`config.mk`:
```
export PLATFORM = sky130hd
export DESIGN_NAME = mealy_code_decoder_flat
export DESIGN_NICKNAME = d
export VERILOG_FILES = /design/src/rtl/mealy_code_if.sv /design/src/rtl/mealy_code_decoder.sv /design/src/flat_wrapper.sv
export SDC_FILE = /design/constraint.sdc
export NUM_CORES = 1
export LEC_CHECK = 0
export CAP_MARGIN = 15
export CORE_MARGIN = 2
export CORE_UTILIZATION = 54
export DETAILED_ROUTE_END_ITERATION = 16
export PLACE_DENSITY = 0.94
export SYNTH_ARGS = -nofsm -noshare
export SYNTH_HDL_FRONTEND = slang
export SYNTH_SLANG_ARGS = --single-unit
```
`constraint.sdc`:
```
create_clock -name clk -period 3.3 [get_ports clk]
set_input_delay 0.66 -clock clk [delete_from_list [all_inputs] [get_ports clk]]
set_output_delay 0.66 -clock clk [all_outputs]
set_load 0.1 [all_outputs]
```
`src/rtl/mealy_code_if.sv`:
```
// Code link between the mod-3 Mealy encoder side and the receive decoder.
// The master drives codes; the slave (decoder) returns recovered bits and status.
interface mealy_code_if #(
  parameter int CNT_W = 8
) ();
  logic             code_valid;
  logic [1:0]       code;
  logic             bit_valid;
  logic             bit_out;
  logic             err;
  logic             locked;
  logic [1:0]       state;
  logic [CNT_W-1:0] ones_cnt;
  logic [CNT_W-1:0] err_cnt;

  modport master (
    output code_valid, code,
    input  bit_valid, bit_out, err, locked, state, ones_cnt, err_cnt
  );

  modport slave (
    input  code_valid, code,
    output bit_valid, bit_out, err, locked, state, ones_cnt, err_cnt
  );
endinterface

```
`src/rtl/mealy_code_decoder.sv`:
```
// Receive-side decoder for the mod-3 ones-counting Mealy code stream: recovers
// input bits, tracks encoder state, counts ones and resyncs on illegal codes.
//
// state | meaning
// TRACK | locked to encoder, legal codes yield recovered bits
// HUNT  | after an illegal code, waiting for LOCK_N consecutive legal codes
module mealy_code_decoder #(
  parameter int CNT_W  = 8,
  parameter int LOCK_N = 2
) (
  input logic        clk,
  input logic        rst,
  mealy_code_if.slave bus
);

  typedef enum logic {TRACK = 1'b0, HUNT = 1'b1} fsm_t;

  localparam logic [3:0]       LOCK_LAST = 4'(LOCK_N - 1);
  localparam logic [CNT_W-1:0] CNT_MAX   = '1;

  fsm_t             fsm, fsm_nxt;
  logic [1:0]       state_q, state_nxt;
  logic             bv_q, bv_nxt;
  logic             bo_q, bo_nxt;
  logic             err_q, err_nxt;
  logic [CNT_W-1:0] ones_q, ones_nxt;
  logic [CNT_W-1:0] errc_q, errc_nxt;
  logic [3:0]       lock_q, lock_nxt;
  logic [1:0]       succ;
  logic             legal;

  always_ff @(posedge clk) begin
    if (!rst) begin
      fsm     <= TRACK;
      state_q <= 2'd0;
      bv_q    <= 1'b0;
      bo_q    <= 1'b0;
      err_q   <= 1'b0;
      ones_q  <= '0;
      errc_q  <= '0;
      lock_q  <= 4'd0;
    end else begin
      fsm     <= fsm_nxt;
      state_q <= state_nxt;
      bv_q    <= bv_nxt;
      bo_q    <= bo_nxt;
      err_q   <= err_nxt;
      ones_q  <= ones_nxt;
      errc_q  <= errc_nxt;
      lock_q  <= lock_nxt;
    end
  end

  always_comb begin
    fsm_nxt   = fsm;
    state_nxt = state_q;
    bv_nxt    = 1'b0;
    bo_nxt    = bo_q;
    err_nxt   = 1'b0;
    ones_nxt  = ones_q;
    errc_nxt  = errc_q;
    lock_nxt  = lock_q;
    // State 3 folds back to 1: the encoder never returns to 0 once it leaves it
    succ  = (state_q == 2'd3) ? 2'd1 : state_q + 2'd1;
    legal = (bus.code == state_q) || (bus.code == succ);

    if (bus.code_valid) begin
      state_nxt = bus.code;
      if (!legal) begin
        err_nxt  = 1'b1;
        lock_nxt = 4'd0;
        fsm_nxt  = HUNT;
        if (errc_q != CNT_MAX) errc_nxt = errc_q + 1'b1;
      end else begin
        case (fsm)
          TRACK: begin
            bv_nxt = 1'b1;
            bo_nxt = (bus.code != state_q);
            if (bo_nxt) ones_nxt = ones_q + 1'b1;
          end
          HUNT: begin
            if (lock_q == LOCK_LAST) begin
              fsm_nxt  = TRACK;
              lock_nxt = 4'd0;
            end else begin
              lock_nxt = lock_q + 4'd1;
            end
          end
          default: fsm_nxt = TRACK;
        endcase
      end
    end
  end

  assign bus.bit_valid = bv_q;
  assign bus.bit_out   = bo_q;
  assign bus.err       = err_q;
  assign bus.locked    = (fsm == TRACK);
  assign bus.state     = state_q;
  assign bus.ones_cnt  = ones_q;
  assign bus.err_cnt   = errc_q;

endmodule

```
`src/flat_wrapper.sv`:
```
// flat-port wrapper written by rule: the top's interface ports become plain ports
module mealy_code_decoder_flat 
#(
  parameter int CNT_W  = 8,
  parameter int LOCK_N = 2
)
  (clk, rst, bus_code_valid, bus_code, bus_bit_valid, bus_bit_out, bus_err, bus_locked, bus_state, bus_ones_cnt, bus_err_cnt);
  mealy_code_if #(.CNT_W(CNT_W)) bus_i ();
  input logic clk;
  input logic rst;
  input wire logic [$bits(bus_i.code_valid)-1:0] bus_code_valid;
  input wire logic [$bits(bus_i.code)-1:0] bus_code;
  output wire logic [$bits(bus_i.bit_valid)-1:0] bus_bit_valid;
  output wire logic [$bits(bus_i.bit_out)-1:0] bus_bit_out;
  output wire logic [$bits(bus_i.err)-1:0] bus_err;
  output wire logic [$bits(bus_i.locked)-1:0] bus_locked;
  output wire logic [$bits(bus_i.state)-1:0] bus_state;
  output wire logic [$bits(bus_i.ones_cnt)-1:0] bus_ones_cnt;
  output wire logic [$bits(bus_i.err_cnt)-1:0] bus_err_cnt;
  assign bus_i.code_valid = bus_code_valid;
  assign bus_i.code = bus_code;
  assign bus_bit_valid = bus_i.bit_valid;
  assign bus_bit_out = bus_i.bit_out;
  assign bus_err = bus_i.err;
  assign bus_locked = bus_i.locked;
  assign bus_state = bus_i.state;
  assign bus_ones_cnt = bus_i.ones_cnt;
  assign bus_err_cnt = bus_i.err_cnt;
  mealy_code_decoder #(.CNT_W(CNT_W), .LOCK_N(LOCK_N)) u_core (.clk(clk), .rst(rst), .bus(bus_i));
endmodule
```
==> impl_metrics.yaml <==
status:
  outcome: "completed"
detailed_routing:
  met1_length_um: 1280
  route.vias.total: 1274
  wl_met2_um: 1630
  remaining_drc_errors: 0
  drt_wl_total_um: 3110
  dr.pass1.iters: 4
  dr_wl_met3_um: 162
  post_drt_wl_per_cell_um: 14.9
  ant_nets: 0
  dr.max_layer_used: "met4"
  viasPerCell: 6.13
  drtIter0Drc: 29
power_and_ir_drop:
  ir_drop_mv: 0.259
  powerDensity_mw_per_mm2: 422
  p_leak_nw: 0.627
critical_path:
  crit_required_ps: 3550
  critical_path_class: "in -> reg"
  path_max_fanout: 16
  worstRegToRegCells: 6
  rrSetupSlack_ps: 1090
  cp-start-kind: "primary input"
  r2r-end: "u_core.bus.err_cnt[5]$_SDFFE_PN0P_"
  cp-end-kind: "flip-flop"
  r2r-start: "u_core.bus.state[1]$_SDFFE_PN0P_"
  arrival_ps: 2520
final_layout:
  finalCoreUtilization: 0.667
  seqCellArea_sq_um: 520
  nFillCells: 202
  multiInputGateArea_sq_um: 788
  antenna_cells: 0
  syn_to_final_growth_pct: 18.8
  drive_above_1_share: 0.185
  final_area_sq_mm: 0.00162
  final_nets: 189
  fin_cells: 208
place:
  place_congestion: 0.746
  hpwl_um: 2310
  placed_cells: 204
  dp_slack_ps: 696
  io_buffers: 26
  dpl_cell_area_sq_mm: 0.00159
synth:
  synth_nets: 163
  ys_types: 44
  synth_edf_count: 0
  synth_seq_cells: 26
  ys.flop_type: "dfxtp_1"
  yosysSeqAreaShare: 0.381
  synthArstFlopShare: 0
  syn_inst: 153
  avgSynthCellArea_sq_um: 8.92
  syn_area_sq_mm: 0.00137
  ys_warn_count: 0
clock_network:
  cts-root-buf: "clkbuf_4"
  post_cts_resized: 0
  cts_buffer_depth: 2
  numClockSinks: 26
  clock_latency_ps: 320
  postCtsHoldBufs: 0
  numCtsBuffers: 3
  postCtsSetupRepairBufs: 0
  cts.htree.levels: 1
  cts_tree: "done"
  clk_pin_slew_worst_paths_ps: 140
worst_hold_path:
  hold_path.class: "reg -> reg"
  min-delay-start: "u_core.bus.err_cnt[1]$_SDFFE_PN0P_"
  whs_path_depth: 2
  hold_end: "u_core.bus.err_cnt[1]$_SDFFE_PN0P_"
grt:
  overflow: 0
  first_global_vias: 1169
  track_usage: 0.234
  antenna_found_initial: 0
  grt_max_degree: 24
  grt_pass1_wl_um: 5060
floorplanning:
  start_util: 0.561
  die-area_sq_mm: 0.00295
  fp.dieH_um: 54.3
  num_rows: 18
  io_pins: 27
  die_x_um: 54.3
  core-area_sq_mm: 0.00243
timing:
  slew_headroom: 0.598
  report.final.slew_viol_count: 0
  period_minus_slack_ps: 2260
  setup_violations: 0
  rsz0062_at_grt: "false"
  max_freq_ghz: 0.442
  fin_tns_setup_ps: 0
  post-route-period-util: 0.685
  hold_violations: 0
  setup_slack_ps: 1040
  worst_pin_slew_ps: 603
  finClkSkew_ps: 3.28
run:
  cap_violations: 0
==> stage by stage <==
step	total power, W	hold slack, ps
5_1_grt	0.000710	528
2_1_floorplan	0.000489	495
3_5_place_dp	0.000525	488
4_1_cts	0.000683	508
3_3_place_gp	0.000518	473
6_report	0.000684	511
==> cell usage after synthesis (6+ instances only) <==
library cell	n	area [sq um]
nand4_1	6	37.5
mux2i_1	8	80.1
nand2_1	17	63.8
dfxtp_1	26	521
nor2_1	7	26.3
a21oi_1	9	45.0
==> critical path: stages <==
cell and delay (ps):
clkdlybuf4s50_1 560, xor2_2 270, o22ai_2 280, or4_1 560, a21oi_1 190
==> area by class of cell <==
class / count / area share
tap: 30 / 0.0231
sequential: 26 / 0.321
multi-input combinational: 115 / 0.486
clock buffer: 4 / 0.0224
inverter: 5 / 0.0116
timing repair buffer: 28 / 0.136
==> placed cells by master (no fill, tap or decap), types with 4 or more instances in the layout <==
cell             synthesis  routed
nand4_1                  6       6
dfxtp_1                 26      26
clkdlybuf4s50_1          0       4
and3_1                   5       5
mux2i_1                  8       8
nand2b_1                 5       5
nand3_1                  5       5
inv_1                    5       5
nor2_1                   7       7
a21oi_1                  9       9
o31ai_1                  5       5
ha_1                     5       5
buf_4                    0      24
or4_1                    5       5
nand2_1                 17      17
==> power breakdown <==
group	internal (W)	switching, W
Clock	0.0000675	0.0000969
Combinational	0.0000454	0.000137
Sequential	0.000325	0.0000130
==> routing by layer <==
layer / track usage / vias to the layer above
met4: 0.104 / 0
met1: 0.263 / 607
li1: - / 618
met5: 0 / -
met3: 0.0437 / 4
met2: 0.426 / 45
==> logic make-up after synthesis <==
family | count (synthesis) | share of synthesized area
AND/OR/NAND/NOR | 65 | 0.267
AO/OA/AOI/OAI | 33 | 0.170
flip-flops | 26 | 0.381
buffers and inverters | 12 | 0.0412
multiplexers | 8 | 0.0587
adder cells (fa/ha/maj) | 5 | 0.0458
XOR/XNOR | 4 | 0.0367
==> registers in the layout (all words and copies together), names as in the netlist <==
register / flops
u_core.bus.bit_out: 1
u_core.bus.bit_valid: 1
u_core.bus.err: 1
u_core.bus.err_cnt: 8
u_core.bus.ones_cnt: 8
u_core.bus.state: 2
u_core.fsm: 1
u_core.lock_q: 4
==> worst max-delay path by stage <==
stage                                          end  slack [ps]                              from
6_report        u_core.bus.err_cnt[5]$_SDFFE_PN0P_        1040                       bus_code[0]
5_1_grt         u_core.bus.err_cnt[5]$_SDFFE_PN0P_         920                       bus_code[0]
4_1_cts         u_core.bus.err_cnt[5]$_SDFFE_PN0P_        1030                       bus_code[0]
3_5_place_dp    u_core.bus.err_cnt[5]$_SDFFE_PN0P_         700                       bus_code[0]
3_3_place_gp    u_core.bus.err_cnt[7]$_SDFFE_PN0P_         830                       bus_code[0]
2_1_floorplan  u_core.bus.ones_cnt[6]$_SDFFE_PN0P_         760  u_core.bus.state[1]$_SDFFE_PN0P_
(Power assumes the default switching activity.)
